`src/rtl/mul_div_unit.sv`:
```
// rtl/mul_div_unit.sv - iterative MIPS HI/LO multiply/divide unit (33-cycle MULT/MULTU/DIV/DIVU)
// Define MDU_DIV_EN to build the DIV/DIVU datapath; without it divide requests are ignored.
module mul_div_unit #(
   parameter int WIDTH = 32,
   parameter int ITER  = 32
) (
   input  logic             clk,
   input  logic             rst,
   input  logic             start,
   input  logic [1:0]       op,
   input  logic [WIDTH-1:0] a,
   input  logic [WIDTH-1:0] b,
   input  logic             hi_we,
   input  logic             lo_we,
   input  logic [WIDTH-1:0] wdata,
   output logic             busy,
   output logic             done,
   output logic [WIDTH-1:0] hi,
   output logic [WIDTH-1:0] lo
);
   localparam int CW = $clog2(ITER);

   typedef enum logic [1:0] {IDLE, RUN, FIX} state_e;

   state_e             state_q, state_d;
   logic [CW-1:0]      cnt_q, cnt_d;
   logic [2*WIDTH-1:0] acc_q, acc_d;
   logic [WIDTH-1:0]   opnd_q, opnd_d;
   logic [WIDTH-1:0]   hi_q, hi_d, lo_q, lo_d;
   logic               done_q, done_d;
   logic               neg_q, neg_d;

   logic               sa, sb, start_ok;
   logic [WIDTH-1:0]   mag_a, mag_b, opnd_init, hi_res, lo_res;
   logic [2*WIDTH-1:0] acc_init, acc_step, mul_step, prod_fix;
   logic [WIDTH:0]     add_sum;

   assign sa    = ~op[0] & a[WIDTH-1];
   assign sb    = ~op[0] & b[WIDTH-1];
   assign mag_a = sa ? -a : a;
   assign mag_b = sb ? -b : b;

   // Multiply: low half of acc holds the multiplier, consumed LSB first while the product shifts in.
   assign add_sum  = {1'b0, acc_q[2*WIDTH-1:WIDTH]} + (acc_q[0] ? {1'b0, opnd_q} : '0);
   assign mul_step = {add_sum, acc_q[WIDTH-1:1]};
   assign prod_fix = neg_q ? -acc_q : acc_q;

`ifdef MDU_DIV_EN
   logic               is_div_q, is_div_d, sa_q, sa_d, div0_q, div0_d;
   logic [WIDTH:0]     shl, diff;
   logic [WIDTH-1:0]   quo_v, rem_v;
   logic [2*WIDTH-1:0] div_step;

   // Divide: acc = {remainder, dividend/quotient}; quotient bits enter at the LSB.
   assign shl      = acc_q[2*WIDTH-1:WIDTH-1];
   assign diff     = shl - {1'b0, opnd_q};
   assign div_step = diff[WIDTH] ? {shl[WIDTH-1:0], acc_q[WIDTH-2:0], 1'b0}
                                 : {diff[WIDTH-1:0], acc_q[WIDTH-2:0], 1'b1};
   assign quo_v    = acc_q[WIDTH-1:0];
   assign rem_v    = acc_q[2*WIDTH-1:WIDTH];

   assign start_ok  = start;
   assign acc_init  = op[1] ? {{WIDTH{1'b0}}, mag_a} : {{WIDTH{1'b0}}, mag_b};
   assign opnd_init = op[1] ? mag_b : mag_a;
   assign acc_step  = is_div_q ? div_step : mul_step;
   assign hi_res    = is_div_q ? (sa_q ? -rem_v : rem_v) : prod_fix[2*WIDTH-1:WIDTH];
   assign lo_res    = is_div_q ? (div0_q ? '1 : (neg_q ? -quo_v : quo_v)) : prod_fix[WIDTH-1:0];

   assign is_div_d = (state_q == IDLE && start_ok) ? op[1]     : is_div_q;
   assign sa_d     = (state_q == IDLE && start_ok) ? sa        : sa_q;
   assign div0_d   = (state_q == IDLE && start_ok) ? (b == '0) : div0_q;

   always_ff @(posedge clk) begin
      if (rst) begin
         is_div_q <= 1'b0;
         sa_q     <= 1'b0;
         div0_q   <= 1'b0;
      end else begin
         is_div_q <= is_div_d;
         sa_q     <= sa_d;
         div0_q   <= div0_d;
      end
   end
`else
   assign start_ok  = start & ~op[1];
   assign acc_init  = {{WIDTH{1'b0}}, mag_b};
   assign opnd_init = mag_a;
   assign acc_step  = mul_step;
   assign hi_res    = prod_fix[2*WIDTH-1:WIDTH];
   assign lo_res    = prod_fix[WIDTH-1:0];
`endif

   always_comb begin
      state_d = state_q;
      cnt_d   = cnt_q;
      acc_d   = acc_q;
      opnd_d  = opnd_q;
      hi_d    = hi_q;
      lo_d    = lo_q;
      neg_d   = neg_q;
      done_d  = 1'b0;
      case (state_q)
         IDLE: begin
            if (start_ok) begin
               state_d = RUN;
               cnt_d   = '0;
               acc_d   = acc_init;
               opnd_d  = opnd_init;
               neg_d   = sa ^ sb;
            end else begin
               if (hi_we) hi_d = wdata;
               if (lo_we) lo_d = wdata;
            end
         end
         RUN: begin
            acc_d = acc_step;
            cnt_d = cnt_q + CW'(1);
            if (cnt_q == CW'(ITER - 1)) state_d = FIX;
         end
         FIX: begin
            hi_d    = hi_res;
            lo_d    = lo_res;
            done_d  = 1'b1;
            state_d = IDLE;
         end
         default: state_d = IDLE;
      endcase
   end

   always_ff @(posedge clk) begin
      if (rst) begin
         state_q <= IDLE;
         cnt_q   <= '0;
         acc_q   <= '0;
         opnd_q  <= '0;
         hi_q    <= '0;
         lo_q    <= '0;
         neg_q   <= 1'b0;
         done_q  <= 1'b0;
      end else begin
         state_q <= state_d;
         cnt_q   <= cnt_d;
         acc_q   <= acc_d;
         opnd_q  <= opnd_d;
         hi_q    <= hi_d;
         lo_q    <= lo_d;
         neg_q   <= neg_d;
         done_q  <= done_d;
      end
   end

   assign busy = (state_q != IDLE);
   assign done = done_q;
   assign hi   = hi_q;
   assign lo   = lo_q;
endmodule
```
`config.mk`:
```
export PLATFORM = sky130hd
export DESIGN_NAME = mul_div_unit
export DESIGN_NICKNAME = d
export VERILOG_FILES = /design/src/rtl/mul_div_unit.sv
export SDC_FILE = /design/constraint.sdc
export NUM_CORES = 1
export LEC_CHECK = 0
export BUFFER_PORTS_ARGS = -buffer_cell sky130_fd_sc_hd__buf_2
export CAP_MARGIN = 20
export CORE_ASPECT_RATIO = 1.1
export CORE_MARGIN = 3
export CORE_UTILIZATION = 27
export CTS_BUF_LIST = sky130_fd_sc_hd__clkbuf_16
export CTS_CLUSTER_DIAMETER = 120
export DETAILED_ROUTE_END_ITERATION = 10
export GPL_ROUTABILITY_DRIVEN = 0
export HOLD_SLACK_MARGIN = 0.02
export PLACE_DENSITY_LB_ADDON = 0.1
export REMOVE_ABC_BUFFERS = 1
export SETUP_SLACK_MARGIN = 0.05
export SLEW_MARGIN = 20
export SYNTH_ARGS = -nofsm -noshare
export SYNTH_HDL_FRONTEND = slang
export SYNTH_SLANG_ARGS = --single-unit
export TNS_END_PERCENT = 50
```
`constraint.sdc`:
```
create_clock -name clk -period 3.3 [get_ports clk]
set_clock_uncertainty 0.1 [all_clocks]
set_input_delay 0.33 -clock clk [delete_from_list [all_inputs] [get_ports clk]]
set_output_delay 0.33 -clock clk [all_outputs]
set_load 0.01 [all_outputs]
```
### Word level (Yosys, flattened, before mapping)

Index checks and enable logic that the tools add are counted.

* shift-type cells: 0
* bitwise operators: 6
* reductions and logical operators: 9
* magnitude comparators: 0
* equal/unequal tests: 8
* multiplexer cells: 18
* multiply operators: 0
* $add $sub $neg: 5
* divide/modulo/power cells: 0

Operator list (number)
* two-way mux 32 bit: 7
* two-way mux 64 bit: 2
* case mux 32 bit (2 select lines): 2
* case mux 64 bit (2 select lines): 1
* negator 32 bit: 2
* negator 64 bit: 1
* adder 32 x 32 -> 33 bit: 1
* inequality test 2 bit, second input constant: 5
* case mux 5 bit (2 select lines): 1
* AND reduction 2 bit: 3
* AND reduction 3 bit: 2
* nonzero test 2 bit: 3
* adder 5 x 1 -> 5 bit, second input constant: 1
* == test 5 bit, second input constant: 1
* two-way mux 5 bit: 1
* two-way mux 2 bit: 2
* case mux 2 bit (2 select lines): 1
* bitwise AND 1 bit: 3
* == test 2 x 1 -> 1 bit, second input constant: 1
* == test 2 bit, second input constant: 1
* logical NOT 2 bit: 1
* inverter 1 bit: 2
* two-way mux 1 bit: 1
* XOR 1 bit: 1

* bits in latches: 0
* memory bits (read-only): 0
* RAM bits: 0
* output and inout bits: 66
* memories: 0
* input bits: 103
* register bits: 169

### Depth between registers and ports, before layout

Gate-level depths: netlist of the first run.

* word-level depth: 5
* mapped depth: 14

### Worst setup path after synthesis of the first run

No wires, ideal clock.

* kind: register -> register
* from: reg acc_q[0]
* to: reg acc_q[59]
* setup time: 0.126 ns
* period minus slack after synthesis: 3.336 ns
* path buffers: 2
* required time: 3.074 ns
* cell stages (with the launch flop): 15
* data arrival time: 3.110 ns
* path slack: -0.036 ns
* cell sequence: dfxtp_1 > clkbuf_1 > clkbuf_1 > and2_1 > ha_1 > inv_1 > fa_1 > nor2b_1 > o2111ai_1 > nand3_1 > a221oi_1 > or4_1 > a31oi_1 > o31a_1 > o21ai_0

* cells in the longest elaborated chain, start to end: 3

Ends and longest elaborated chain
* from (decl): line 27 `logic [2*WIDTH-1:0] acc_q, acc_d;`
* from (signal assigned): line 134 `acc_q <= '0;`
* from (signal assigned): line 143 `acc_q <= acc_d;`
* two-way mux 32 bit: line 44 `assign add_sum = {1'b0, acc_q[2*WIDTH-1:WIDTH]} + (acc_q[0] ? {1'b0, opnd_q} : '0);`
* adder 32 x 32 -> 33 bit: line 44
* case mux 64 bit (2 select lines): line 102 `case (state_q)`

Every way passes these cells.
A chain may end at the register's enable or synchronous reset.

### Worst setup path after layout of the first run

* from: reg acc_q[31]
* to: reg hi_q[19] (netlist: hi[19])

* cells in the longest elaborated chain, start to end: 3

Ends and longest elaborated chain
* negator 64 bit: line 46 `assign prod_fix = neg_q ? -acc_q : acc_q;`
* two-way mux 64 bit: line 46
* case mux 32 bit (2 select lines): line 102
* to (signal assigned): line 145 `hi_q <= hi_d;`
* to (decl): line 29 `logic [WIDTH-1:0] hi_q, hi_d, lo_q, lo_d;`

Every way passes these cells.

==> out/results.txt, run 1 <==
Status -> finished, final reports clean
Worst reg2reg path depth -> 8
Final min period -> 3019 ps
Yosys reg bits -> 169
CORE AREA -> 39,750 µm²
CTS Sinks -> 169
Clk Latency, worst-skew pair -> 450 ps
Starting Density -> 27.71%
Reg2Reg Capture Point -> hi[19]$_SDFFE_PP0P_
Chip Height -> 217.8 µm
Asr flop ratio synth -> 0%
Origin of the critical flop-to-flop path -> acc_q[31]$_SDFFE_PP0P_
Sequential share of power -> 41.0%
GRT overflow -> 0
Max FO, Critical Path -> 7
Post-cts repair resize count -> 0
P_sw -> 0.001602 W
CTS Root Buffer Type -> clkbuf_16
Largest net degree at the start of global routing -> 66
Clock Power Share -> 40.8%
Slowest cell on crit path -> or4_1
Hold Path Stages -> 3
Worst hold start -> wdata[6]
Nets@finish -> 1,741
Placed Cells -> 2,088
# rows -> 76
Pre-Repair DR Iteration Count -> 5
Postcts setup bufs -> 0
Max clock buf depth -> 2
Share of layout cells above drive strength 1 -> 17.67%
Leak -> 5.241 nW
Mapped cell area -> 11,020 µm²
CP Capture Type -> register
Via density -> 5.189
Final hold vios -> 0
Fmax -> 0.3313 GHz
R2r setup slk -> 280 ps
Worst Path Buf+Inv -> 1
Initial antenna violation count -> 0
Post-synth top cells -> 182 x nor2_1, 169 x dfxtp_1, 160 x a21oi_1, 146 x nand2_1, 89 x clkbuf_1
PortBufs -> 168
Drt drc -> 0
Placed cell area -> 12,570 µm²
RSZ-0062 raised after global routing -> yes
Final setup violation count -> 0
H-tree levels -> 4
Total power -> 0.005466 W
Drt total wl -> 39.79 mm
Most instantiated library cell after synthesis -> nor2_1
Crit path kind -> register to register
Clock transition at the registers of the reported paths -> 70 ps
PD cells -> 413.6 nW/µm²
Post-CTS Hold Buffers -> 0
Max cap viols -> 0
Starting DRT DRC Count -> 587
Data required time of the critical path -> 3510 ps
Number of synthesized flops with an enable pin -> 0
GRT Util Overall -> 17.73%
CTS tree -> done
Area Overhead vs Synth -> 19.99%
Area contributors post-synth -> dfxtp_1 31%, a21oi_1 7.3%, nor2_1 6.2%
Worst-path cell chain -> or4_1 -> nor3b_1 -> nand2_1 -> buf_4 -> or3_1 -> o21ai_0 -> xor2_1 -> a211oi_1
Worst hold path type -> input port to register
Worst slew pin tran -> 923.6 ps
Ys flop type -> dfxtp_1
Vias in the first global route -> 10,498
WHS Endpoint -> hi[6]$_SDFFE_PP0P_
CP top delay family -> simple AND/OR/NAND/NOR gates
Final antenna-violating net count -> 0
Cell count after synthesis -> 1,459
Max-slew violations -> 0
Syn. warnings -> 0
Switching share of power -> 29.31%
Post-synth top area share -> 30.71%
Post-route insts no fill -> 2,122
Hold slack -> 58.32 ps
Fin crit share -> 91.47%
Worst VDD drop -> 0.2471 mV
Relative slew slack -> 38.28%
Yosys top cell by area -> dfxtp_1
Dpl hpwl -> 30.67 mm
Netlist cell types -> 63
Combinational Power Share -> 18.1%
Pint -> 0.003864 W
Routed via count -> 11,010
Die width -> 198.6 µm
Finished Cell Area -> 13,220 µm²
Fillers -> 4,344
Worst path max stage delay -> 650 ps
CP arrival -> 3220 ps
Seq/Total Area, Yosys -> 30.71%
DIE AREA -> 43,260 µm²
Worst setup SP type -> register
Syn Area/Cell -> 7.550 µm²
DR WL/cell -> 18.75 µm
First-pass GRT wire length -> 60.20 mm
Cts bufs inserted -> 17
Io pins -> 169
[worst min-delay path: stages]
cell and delay (ps):
buf_2 90, a221oi_1 70, nor2_1 80
[final cells by class]
type,count,area (µm²),area share (%)
diodes,2,5.005,0.03786
clock inverters,15,206.4,1.562
flip-flops and latches,169,3385,25.61
inverters,19,71.32,0.5396
multi-input cells,1170,7209,54.54
clock buffers,17,425.4,3.218
well taps,507,634.4,4.799
repair buffers,223,1281,9.693
[how the worst max path moves through the flow]
stage,start,endpoint,cells past startpoint
after floorplan,state_q[0]$_SDFFE_PP0P_,acc_q[1]$_SDFFE_PP0P_,5
after global placement,acc_q[0]$_SDFFE_PP0P_,acc_q[59]$_SDFFE_PP0P_,12
after detailed placement,acc_q[0]$_SDFFE_PP0P_,acc_q[59]$_SDFFE_PP0P_,12
after CTS,acc_q[0]$_SDFFE_PP0P_,acc_q[59]$_SDFFE_PP0P_,12
after global routing,acc_q[0]$_SDFFE_PP0P_,acc_q[62]$_SDFFE_PP0P_,11
final,acc_q[31]$_SDFFE_PP0P_,hi[19]$_SDFFE_PP0P_,8
[routing by layer]
layer / up-vias / wire length, µm / share of wire (%) / GRT usage (%)
li1: 5567 / - / - / -
met1: 5148 / 18440 / 46 / 23.28
met2: 261 / 19050 / 48 / 30.67
met3: 34 / 1576 / 4.0 / 2.225
met4: 0 / 720 / 1.8 / 4.616
met5: - / 0 / 0 / 0
[cells in the final DEF, fill, tap and decap left out, types with 54 or more instances in the layout]
master	synthesis	layout
nor2_1	182	179
dfxtp_1	169	168
buf_2	0	167
a21oi_1	160	158
nand2_1	146	146
o21ai_0	73	73
xnor2_1	71	71
a211oi_1	63	63
xor2_1	61	61
buf_4	0	54
[cells by family after synthesis]
| group | after synthesis | synth area share, % |
|---|---|---|
| AOI/OAI and AO/OA | 463 | 26.58 |
| muxes | 7 | 0.6474 |
| and+or+nand+nor | 530 | 22.89 |
| adders and majority gates | 38 | 4.384 |
| xor gates and xnor gates | 132 | 10.50 |
| buffers and inverters | 120 | 4.293 |
| DFF | 169 | 30.71 |
[power groups by stage]
stage	Combinational, W	Sequential [W]	Clock, W
2_1_floorplan	0.000527	0.00229	0
3_5_place_dp	0.000996	0.00229	0
3_3_place_gp	0.000996	0.00229	0
4_1_cts	0.00100	0.00224	0.00229
6_report	0.000991	0.00224	0.00223
5_1_grt	0.00109	0.00226	0.00235
[sequential cells by signal, indices dropped and copies added (netlist names)]
name,flops
neg_q,1
done,1
state_q,2
lo,32
opnd_q,32
acc_q,64
cnt_q,5
hi,32
[metrics by stage]
stage          setup slack (ps)  utilization (%)  setup TNS (ps)
2_1_floorplan             -2214                -         -180290
3_3_place_gp              238.3            31.62               0
3_5_place_dp              200.4            31.62               0
4_1_cts                   192.1            33.21               0
5_1_grt                   22.62            33.24               0
6_report                  281.4            33.25               0
Note: power is estimated with default switching activity, not from simulation.
==> run 2: changes to the inputs <==
--- a/config.mk
+++ b/config.mk
@@ -8,7 +8,6 @@
 export BUFFER_PORTS_ARGS = -buffer_cell sky130_fd_sc_hd__buf_2
 export CAP_MARGIN = 20
 export CORE_ASPECT_RATIO = 1.1
-export CORE_MARGIN = 3
 export CORE_UTILIZATION = 27
 export CTS_BUF_LIST = sky130_fd_sc_hd__clkbuf_16
 export CTS_CLUSTER_DIAMETER = 120
==> run 2 against run 1 <==
  * Critical path depth stayed put
  * Clock power is 16% lower
  * Sequential power hardly changed
  * Die area is 3.8% lower
  * Setup slack worse by 6.6 ps
  * Critical path type unchanged
  * Largest cell class unchanged
==> out/results.txt, run 2 (synthesis gave the netlist of run 1 again) <==
First-pass GRT wire length -> 62.41 mm
Worst slew pin tran -> 846.4 ps
Max clock buf depth -> 2
Post-CTS Hold Buffers -> 0
Final min period -> 3025 ps
Final antenna-violating net count -> 0
Met3 Use GR -> 2.595%
Dpl hpwl -> 31.15 mm
Initial antenna violation count -> 0
Relative slew slack -> 43.57%
Placed cell area -> 12,600 µm²
Drt total wl -> 40.15 mm
Top reg by flops -> acc_q
DIE AREA -> 41,610 µm²
Fillers -> 4,356
Vias in the first global route -> 10,781
CTS tree -> done
Max FO, Critical Path -> 7
Chip Height -> 213.8 µm
Most common cell after layout, fill and taps aside -> nor2_1
Finished Cell Area -> 13,160 µm²
PortBufs -> 168
Nets@finish -> 1,745
Starting DRT DRC Count -> 520
CP arrival -> 3290 ps
Max cap viols -> 0
Placed Cells -> 2,098
Largest net degree at the start of global routing -> 64
Die width -> 194.6 µm
CTS Sinks -> 169
GRT busiest layer -> met2
CTS Root Buffer Type -> clkbuf_16
GRT overflow -> 0
Fin crit share -> 91.67%
Fmax -> 0.3306 GHz
Worst VDD drop -> 0.2234 mV
Cts bufs inserted -> 17
GR Util met1 -> 25.18%
Most frequent cells in the layout -> 179 x nor2_1, 168 x dfxtp_1, 167 x buf_2
Routed via count -> 10,923
# rows -> 77
Area Overhead vs Synth -> 19.49%
Clock transition at the registers of the reported paths -> 70 ps
CP Capture Type -> register
Max reg flops -> 64
Reg area -> 3385 µm²
Share of layout cells above drive strength 1 -> 17.88%
GRT met2 Usage -> 33.30%
Starting Density -> 27.42%
Data required time of the critical path -> 3570 ps
Worst setup SP type -> register
Via density -> 5.128
GRT Util Overall -> 19.34%
Final hold vios -> 0
H-tree levels -> 4
Drt drc -> 0
Pre-Repair DR Iteration Count -> 5
Clk Latency, worst-skew pair -> 440 ps
Crit-path most repeated cell -> or3_4
Worst hold path type -> input port to register
Io pins -> 169
Final setup violation count -> 0
Worst-path cell chain -> or4_1 -> or3_4 -> or3_4 -> or3_4 -> o41ai_2 -> xnor2_1 -> nand2_1 -> a21oi_1
Post-route insts no fill -> 2,130
PD cells -> 388.4 nW/µm²
Status -> finished, final reports clean
RSZ-0062 raised after global routing -> yes
Max-slew violations -> 0
Slowest cell on crit path -> or4_1
CORE AREA -> 40,170 µm²
Leak -> 5.209 nW
DR WL/cell -> 18.85 µm
Multi-input logic area -> 7233 µm²
Worst path max stage delay -> 600 ps
Crit path kind -> register to register
run 2: cell count changes in the layout (fill, tap and decap cells not counted), moves of 2 or more:
cell       previous run  this run
bufinv_16             5         1
clkinv_1              4         6
buf_4                54        58
inv_1                19        21
run 2: power breakdown:
group / total, W / internal (W) / switching [W]
Combinational: 0.000991 / 0.000384 / 0.000606
Clock: 0.00188 / 0.00101 / 0.000866
Sequential: 0.00225 / 0.00215 / 0.0000967
run 2: through the flow:
step	total power, W	setup slack (ps)	hold slack [ps]	setup TNS, ps	util, %
floorplan	0.002820	-2214	299.1	-180290	-
global placement	0.003287	164.6	348.3	0	31.37
CTS	0.005177	108.9	73.42	0	32.65
global route	0.005367	45.77	95.28	0	32.76
detailed placement	0.003290	134.5	349.7	0	31.37
finish	0.005113	274.8	94.02	0	32.76
run 2: layer usage:
layer  wire length, µm  up-vias
met5                 0        -
met4               810        0
met3              1413       38
met2             18860      225
met1             19060     5107
li1                  -     5553
run 2: area by class of cell:
class	instances	area share, %
multi-input cells	1170	54.95
flip-flops and latches	169	25.71
repair buffers	227	9.962
well taps	513	4.876
clock buffers	17	3.232
clock inverters	14	0.7034
inverters	19	0.5418
diodes	1	0.01901
run 2: critical path, delay by kind of cell (launching register included):
family,cells,cell delay [ps]
xor gates and xnor gates,1,160
AOI/OAI and AO/OA,2,480
DFF,1,420
and+or+nand+nor,5,1810
run 2: timing repair:
action	in CTS	in global routing
endpoints found under the setup margin	0	14
gates resized for setup	0	10
buffers inserted	0	0
run 2: worst paths after layout:
| path | startpoint | endpoint | slack, ps | depth (start not counted) |
|---|---|---|---|---|
| setup / recovery | acc_q[45]$_SDFFE_PP0P_ | hi[22]$_SDFFE_PP0P_ | 270 | 8 |
| hold / removal | wdata[0] | lo[0]$_SDFFE_PP0P_ | 90 | 3 |
| setup reg to reg | acc_q[45]$_SDFFE_PP0P_ | hi[22]$_SDFFE_PP0P_ | 270 | 8 |
| hold reg to reg | opnd_q[0]$_SDFFE_PP0P_ | opnd_q[0]$_SDFFE_PP0P_ | 360 | 2 |
